$ cat config.mk
export PLATFORM = sky130hd
export DESIGN_NAME = signed_divider
export DESIGN_NICKNAME = d
export VERILOG_FILES = /design/src/rtl/div_pkg.sv /design/src/rtl/div_step.sv /design/src/rtl/signed_divider.sv
export SDC_FILE = /design/constraint.sdc
export NUM_CORES = 1
export LEC_CHECK = 0
export CAP_MARGIN = 20
export CORE_ASPECT_RATIO = 0.8
export CORE_MARGIN = 4
export CORE_UTILIZATION = 30
export DETAILED_ROUTE_END_ITERATION = 7
export PLACE_DENSITY_LB_ADDON = 0.08
export SLEW_MARGIN = 20
export SYNTH_ARGS = -nofsm -noshare
export SYNTH_HDL_FRONTEND = slang
export SYNTH_SLANG_ARGS = --single-unit
export TNS_END_PERCENT = 10
$ cat constraint.sdc
create_clock -name clk -period 2.75 [get_ports clk]
set_input_delay 0.4125 -clock clk [delete_from_list [all_inputs] [get_ports clk]]
set_output_delay 0.4125 -clock clk [all_outputs]
set_load 0.02 [all_outputs]
$ cat src/rtl/div_pkg.sv
// Shared types and helpers for the signed restoring divider.
package div_pkg;

   localparam int unsigned DefWidth = 4;
   localparam int unsigned MaxW     = 64;
   localparam int unsigned IdxW     = $clog2(MaxW);

   typedef logic [MaxW-1:0] word_t;

   typedef enum logic [1:0] {
      StIdle,
      StBusy,
      StFix,
      StDone
   } state_e;

   function automatic word_t neg(input word_t x);
      return ~x + word_t'(1);
   endfunction

   // Magnitude of a w-bit two's complement value held in the low bits of x;
   // callers truncate the result back to w bits.
   function automatic word_t abs_val(input word_t x, input int unsigned w);
      return x[IdxW'(w - 1)] ? neg(x) : x;
   endfunction

endpackage

$ cat src/rtl/div_step.sv
// One restoring-division step: shift in a dividend bit, trial-subtract, restore on borrow.
module div_step #(
   parameter int unsigned WIDTH = div_pkg::DefWidth
) (
   input  logic [WIDTH-1:0] rem_i,
   input  logic             bit_i,
   input  logic [WIDTH-1:0] dvs_i,
   output logic [WIDTH-1:0] rem_o,
   output logic             q_o
);

   logic [WIDTH:0]   shifted;
   logic [WIDTH+1:0] trial;
   logic             unused_trial_bit;

   assign shifted = {rem_i, bit_i};
   // Two guard bits so the borrow lands in the MSB and never wraps.
   assign trial   = {1'b0, shifted} - {2'b00, dvs_i};
   assign q_o     = ~trial[WIDTH+1];
   assign rem_o   = q_o ? trial[WIDTH-1:0] : shifted[WIDTH-1:0];

   assign unused_trial_bit = trial[WIDTH];

endmodule

$ cat src/rtl/signed_divider.sv
// Sequential signed radix-2 restoring divider: 2*WIDTH-bit dividend by WIDTH-bit divisor,
// one quotient bit per clock, with sign fix-up and range check after the magnitude loop.
module signed_divider
   import div_pkg::*;
#(
   parameter int unsigned WIDTH = DefWidth,
   parameter int unsigned CW    = $clog2(WIDTH)
) (
   input  logic                 clk,
   input  logic                 reset,
   input  logic                 start,
   input  logic [2*WIDTH-1:0]   dividend,
   input  logic [WIDTH-1:0]     divisor,
   output logic [WIDTH-1:0]     quotient,
   output logic [WIDTH-1:0]     remainder,
   output logic [CW-1:0]        count,
   output logic                 busy,
   output logic                 done,
   output logic                 div_by_zero,
   output logic                 overflow
);

   localparam logic [WIDTH-1:0] QLim = {1'b1, {(WIDTH-1){1'b0}}};

   state_e             state_q, state_d;
   logic [CW-1:0]      count_q, count_d;
   logic               dvd_neg_q, dvd_neg_d;
   logic               dvs_neg_q, dvs_neg_d;
   logic [WIDTH-1:0]   dvs_mag_q, dvs_mag_d;
   logic [WIDTH-1:0]   rem_q, rem_d;
   logic [WIDTH-1:0]   dlo_q, dlo_d;
   logic [WIDTH-1:0]   quot_q, quot_d;
   logic [WIDTH-1:0]   rmdr_q, rmdr_d;
   logic               dbz_q, dbz_d;
   logic               ovf_q, ovf_d;

   logic [2*WIDTH-1:0] dvd_mag;
   logic [WIDTH-1:0]   dvs_mag;
   logic [WIDTH-1:0]   step_rem;
   logic               step_q;
   logic               sign_diff;
   logic               in_range;

   assign dvd_mag   = (2*WIDTH)'(abs_val(word_t'(dividend), 2*WIDTH));
   assign dvs_mag   = WIDTH'(abs_val(word_t'(divisor), WIDTH));
   assign sign_diff = dvd_neg_q ^ dvs_neg_q;
   // -2^(WIDTH-1) is representable only when the result is negative.
   assign in_range  = sign_diff ? (dlo_q <= QLim) : (dlo_q < QLim);

   div_step #(
      .WIDTH (WIDTH)
   ) u_step (
      .rem_i (rem_q),
      .bit_i (dlo_q[WIDTH-1]),
      .dvs_i (dvs_mag_q),
      .rem_o (step_rem),
      .q_o   (step_q)
   );

   always_comb begin
      state_d   = state_q;
      count_d   = count_q;
      dvd_neg_d = dvd_neg_q;
      dvs_neg_d = dvs_neg_q;
      dvs_mag_d = dvs_mag_q;
      rem_d     = rem_q;
      dlo_d     = dlo_q;
      quot_d    = quot_q;
      rmdr_d    = rmdr_q;
      dbz_d     = dbz_q;
      ovf_d     = ovf_q;

      unique case (state_q)
         StIdle: begin
            if (start) begin
               dvd_neg_d = dividend[2*WIDTH-1];
               dvs_neg_d = divisor[WIDTH-1];
               dvs_mag_d = dvs_mag;
               rem_d     = dvd_mag[2*WIDTH-1:WIDTH];
               dlo_d     = dvd_mag[WIDTH-1:0];
               count_d   = '0;
               dbz_d     = 1'b0;
               ovf_d     = 1'b0;
               state_d   = StBusy;
               if (divisor == '0) begin
                  dbz_d   = 1'b1;
                  quot_d  = '0;
                  rmdr_d  = '0;
                  state_d = StDone;
               end else if (dvd_mag[2*WIDTH-1:WIDTH] >= dvs_mag) begin
                  ovf_d   = 1'b1;
                  quot_d  = '0;
                  rmdr_d  = '0;
                  state_d = StDone;
               end
            end
         end
         StBusy: begin
            rem_d = step_rem;
            dlo_d = {dlo_q[WIDTH-2:0], step_q};
            if (count_q == CW'(WIDTH - 1)) begin
               count_d = '0;
               state_d = StFix;
            end else begin
               count_d = count_q + CW'(1);
            end
         end
         StFix: begin
            state_d = StDone;
            if (!in_range) begin
               ovf_d  = 1'b1;
               quot_d = '0;
               rmdr_d = '0;
            end else begin
               quot_d = sign_diff ? WIDTH'(neg(word_t'(dlo_q))) : dlo_q;
               rmdr_d = dvd_neg_q ? WIDTH'(neg(word_t'(rem_q))) : rem_q;
            end
         end
         StDone: begin
            state_d = StIdle;
         end
         default: begin
            state_d = StIdle;
         end
      endcase
   end

   always_ff @(posedge clk or posedge reset) begin
      if (reset) begin
         state_q   <= StIdle;
         count_q   <= '0;
         dvd_neg_q <= 1'b0;
         dvs_neg_q <= 1'b0;
         dvs_mag_q <= '0;
         rem_q     <= '0;
         dlo_q     <= '0;
         quot_q    <= '0;
         rmdr_q    <= '0;
         dbz_q     <= 1'b0;
         ovf_q     <= 1'b0;
      end else begin
         state_q   <= state_d;
         count_q   <= count_d;
         dvd_neg_q <= dvd_neg_d;
         dvs_neg_q <= dvs_neg_d;
         dvs_mag_q <= dvs_mag_d;
         rem_q     <= rem_d;
         dlo_q     <= dlo_d;
         quot_q    <= quot_d;
         rmdr_q    <= rmdr_d;
         dbz_q     <= dbz_d;
         ovf_q     <= ovf_d;
      end
   end

   assign quotient    = quot_q;
   assign remainder   = rmdr_q;
   assign count       = count_q;
   assign busy        = (state_q == StBusy) || (state_q == StFix);
   assign done        = (state_q == StDone);
   assign div_by_zero = dbz_q;
   assign overflow    = ovf_q;

endmodule

; Word level (Yosys, flattened, before mapping)
; Index checks and enable logic that the tools add are counted.
; W data, S select, Z words.
[classes]
bitwise = 6
eq_ne = 8
n_mux = 31
addsub = 6
n_reduce_logical = 10
n_lt_le_gt_ge = 3
[ops]
columns = op, n
row1 = $mux W4, 11
row2 = $pmux W4 S2, 4
row3 = $add A4 B1 Y4 const B, 3
row4 = $mux W2, 6
row5 = $not A4 Y4, 3
row6 = $add A8 B1 Y8 const B, 1
row7 = $mux W8, 1
row8 = $not A8 Y8, 1
row9 = $pmux W2 S4, 1
row10 = $eq A2 B2 Y1 const B, 3
row11 = $mux W1, 6
row12 = $ne A2 B2 Y1 const B, 3
row13 = $reduce_and A2 Y1, 3
row14 = $reduce_and A3 Y1, 2
row15 = $sub A5 B4 Y6, 1
row16 = $ge A4 B4 Y1, 1
row17 = $le A4 B4 Y1 const B, 1
row18 = $logic_not A4 Y1, 1
row19 = $lt A4 B4 Y1 const B, 1
row20 = $pmux W2 S2, 1
row21 = $reduce_bool A2 Y1, 2
row22 = $ne A3 B3 Y1 const B, 1
row23 = $add A2 B1 Y2 const B, 1
row24 = $eq A2 B1 Y1 const B, 1
row25 = 5 further kinds, 5
[word_totals]
elab_cells = 75
out_inout_bits = 14
regBits = 28
in_bits = 15

; Logic depth before layout (Yosys ltp)
[depth]
word_depth = 8
mapped_depth = 10
ltp_nobuf = 10

; By module
; A second synthesis with hierarchy kept.
[unflattened]
cells_unflattened = 200
area_unflattened_um2 = 1983.2
[by_module_without_submodules]
columns = mod, cells_each, area_per_inst_um2, n_inst, seq_area_each_um2
row1 = signed_divider, 176, 1783.0, 1, 700.7
row2 = div_step, 24, 200.2, 1, 0.0

; Least setup slack after synthesis
; Ideal clock, no wire load.
[synth_timing]
path_type = in2reg
startpoint = input dividend[0]
endpoint = register quot_q[0], in the netlist quotient[0]
arrival_time_ns = 2.352
required_ns = 2.625
setup_time_ns = 0.125
stages = 10
path_buffers = 0
path_slack_ns = 0.274
path_cell_list = inv_1 ha_1 a21oi_1 xnor2_1 ha_1 nand2b_4 a211oi_4 o21ai_2 a31oi_4 mux2_2
[synth_between]
elab_chain_cells = 6
[synth_rtl]
columns = element, line
row1 = from (decl), signed_divider.sv:12  ; input logic [2*WIDTH-1:0] dividend,
row2 = $not A8 Y8, div_pkg.sv:18  ; return ~x + word_t'(1);
row3 = $add A8 B1 Y8, div_pkg.sv:18
row4 = $mux W8, div_pkg.sv:24  ; return x[IdxW'(w - 1)] ? neg(x) : x;
row5 = $ge A4 B4 Y1, signed_divider.sv:90  ; end else if (dvd_mag[2*WIDTH-1:WIDTH] >= dvs_mag) begin
row6 = $ne A3 B3 Y1 (no line), --
row7 = $reduce_and A3 Y1 (no line), --
row8 = to (signal assigned), signed_divider.sv:149  ; quot_q <= quot_d;
row9 = to (decl), signed_divider.sv:32  ; logic [WIDTH-1:0] quot_q, quot_d;
; Every way passes these cells.
; A chain may end at the register's enable or synchronous reset.

; Worst setup path after layout
[layout_timing]
startpoint = input divisor[1]
endpoint = register quot_q[0], in the netlist quotient[0]
[layout_between]
elab_chain_cells = 6
word_cells_on_any_way = 10
classes_between = add/sub (1) / order compare (1) / eq/ne (1) / mux (4) / bitwise (1) / reduce/logical (2)
[layout_rtl]
columns = element, line
row1 = from (decl), signed_divider.sv:13  ; input logic [WIDTH-1:0] divisor,
row2 = $not A4 Y4, div_pkg.sv:18
row3 = $add A4 B1 Y4, div_pkg.sv:18
row4 = $mux W4, div_pkg.sv:24
row5 = $ge A4 B4 Y1, signed_divider.sv:90
row6 = $ne A3 B3 Y1 (no line), --
row7 = $reduce_and A3 Y1 (no line), --
; Several ways; a longest one is shown, not always the timed one. The select of a mux whose other input is x is not followed.

==> flow_summary.json <==
{
  "min_period_ns": 2.631,
  "viasPerCell": 4.624,
  "ys.flop_type": "dfrtp_1",
  "yosysSeqAreaShare_pct": 36.67,
  "dr.pass1.iters": 4,
  "period_share_pct": 95.69,
  "grt_max_degree": 29,
  "drv_slew": 0,
  "crit_fanout": 8,
  "num_antenna_cells": 0,
  "clockRootBuffer": "clkbuf_8",
  "io_pins": 29,
  "clk_latency_ns": 0.28,
  "syn_avg_cell_area_um2": 9.366,
  "slowest_delay_ns": 0.49,
  "syn-num-nets": 237,
  "dp_hpwl_mm": 3.572,
  "cpMaxStageDelayCell": "clkdlybuf4s50_1",
  "grt-ovfl-total": 0,
  "die-area_um2": 7718,
  "p_per_area_nw_per_um2": 1033,
  "core_area_um2": 6037,
  "ant_nets": 0,
  "maxCapViolations": 0,
  "end_kind": "flop",
  "nFillCells": 610,
  "placed_cells": 338,
  "wire_per_inst_um": 13.40,
  "grt_pass1_vias": 1580,
  "num_rows": 25,
  "seq_area_um2": 700.7,
  "final.setup.tns_ns": 0,
  "synth.most_common_cell": "dfrtp_1",
  "grt_pass1_wl_mm": 7.845,
  "multiInputGateArea_um2": 1206,
  "yosysTopAreaCell": "dfrtp_1",
  "hold_class": "in2async",
  "slew_headroom_pct": 52.89,
  "cts_tree": "done",
  "tightest_slew_ns": 0.7020,
  "crit_type": "in2reg",
  "final_nets": 299,
  "synth.top_cell.area_share_pct": 36.67,
  "run_status": "finished clean",
  "hold_buffers": 0,
  "peakVddDrop_v": 0.0003326,
  "skew_ns": 0.008033,
  "grt_use_total_pct": 12.64,
  "finalSetupViolCount": 0,
  "ff2ff_setup_slack_ns": 0.67,
  "cts_made_buffers": 3,
  "cts.sinks": 28,
  "final_cells": 346,
  "htreeDepth": 1,
  "ys_types": 41,
  "syn_area_um2": 1911,
  "drive_above_1_share_pct": 25.28,
  "initial_core_util_pct": 31.65,
  "startpoint_type": "primary input",
  "synth_commonest_cells": "dfrtp_1, nor2_1, inv_1",
  "crit_chain": "clkdlybuf4s50_1, inv_1, ha_1, mux2i_2, ha_4, a211oi_4, o21ai_2, a31oi_4, buf_12, mux2_2",
  "clk_pin_slew_ns": 0.11,
  "cts.path.max_buffers": 2,
  "routed_wl_mm": 4.636,
  "synthCells": 204,
  "p_leak_nw": 1.258,
  "rsz0062_at_grt": "false",
  "drt_iter0_markers": 76,
  "vias": 1600,
  "drc_errors": 0,
  "fmax_mhz": 380.0,
  "port_buffers": 28,
  "hold_viol_final": 0,
  "synth_edf_count": 0,
  "synth.area.top_cells": "dfrtp_1, ha_1, mux2_2",
  "gp_congestion": 0.8239,
  "yosysWarningCount": 0,
  "critPathArrivalTime_ns": 2.80,
  "fp.dieH_um": 79.38,
  "die_x_um": 97.23,
  "worst_ep_required_time_ns": 2.92,
  "synth_seq_cells": 28,
  "grt_antenna_before_repair": 0,
  "area_delta_synth_final_pct": 41.52,
  "async_reset_ff_share_pct": 100.0
}
## path summary, 6_finish.rpt
path	cells past startpoint	end	startpoint
max in group asynchronous	3	quotient[2]	reset
worst max register to register	8	rem_q[1]	dvs_mag_q[1]
min in group clk	2	div_by_zero	div_by_zero
worst min register to register	2	div_by_zero	div_by_zero
worst min-delay path	3	count[0]	reset
worst max-delay path	10	quotient[0]	divisor[1]
## worst max-delay path, delay by kind of cell
kind	cells	cell delay, ns
AOI/OAI and AO/OA	3	0.56
adders and majority gates	2	0.53
muxes	2	0.58
buffers and inverters	3	0.71
## report_power, final
part	internal [mW]	switching, mW	total (mW)
combinational	0.816	0.889	1.70
sequential	0.592	0.160	0.752
clock	0.195	0.140	0.335
total	1.60	1.19	2.79
## per-layer routing
layer  part of all wire, %  track usage, %  up-vias  wire length (um)
met3                   4.1           1.135        2               191
met4                  0.84           3.320        0                39
li1                      -               -      830                 -
met2                    42           19.90       32              1942
met5                     0               0        -                 0
met1                    53           18.67      736              2463
## per-stage QoR
step | hold WS [ns] | worst slack (ns) | utilization, % | cell area, um2 | total power, mW
floorplan | 0.4498 | 0.2738 | - | 1911 | 1.888
global placement | 0.4678 | -0.3204 | 41.45 | 2502 | 2.434
detailed placement | 0.4708 | -0.3657 | 41.45 | 2502 | 2.435
CTS | 0.4958 | 0.02957 | 42.94 | 2592 | 2.782
global route | 0.5290 | 0.004279 | 44.79 | 2704 | 3.058
finish | 0.4882 | 0.1185 | 44.79 | 2704 | 2.792
## registers in the layout (all words and copies together) (netlist names), 2 cells and up
register	cells
count	2
rem_q	4
state_q	2
quotient	4
dlo_q	4
dvs_mag_q	4
remainder	4
## layout make-up
type	instances	area share [%]
clock buffers	3	1.527
clock inverters	1	1.111
inverters	21	2.915
multi-input cells	152	44.61
flip-flops and latches	28	25.91
well taps	81	3.748
repair buffers	60	20.18
## timing repair
item                       CTS  global route
gates resized for setup      3            19
setup buffers                1             3
setup endpoints to repair    8             8
pin swaps                    2             9
## cells in the final DEF, fill, tap and decap left out, types with 3 or more instances in the layout
cell type and count:
a21oi_1 6, buf_4 31, clkbuf_8 3, clkdlybuf4s50_1 23, dfrtp_1 28, dlymetal6s2s_1 5, ha_1 14, inv_1 19
mux2_2 9, mux2i_1 5, nand2_1 13, nor2_1 25, nor2b_1 5, nor3_1 3, o21ai_0 15, o21ai_1 4
o21ai_2 3, o31ai_1 3, xnor2_1 6, xnor2_2 3
## cells by family (layout without fill, tap and decap cells)
group,count (synthesis),after routing,synth area share [%]
and+or+nand+nor,59,59,14.74
AOI/OAI and AO/OA,48,48,17.16
DFF,28,28,36.67
buffers and inverters,24,85,4.781
adders and majority gates,18,18,12.18
muxes,16,16,9.038
xor gates and xnor gates,11,11,5.436
No activity file was read; power rests on OpenSTA's default activity.
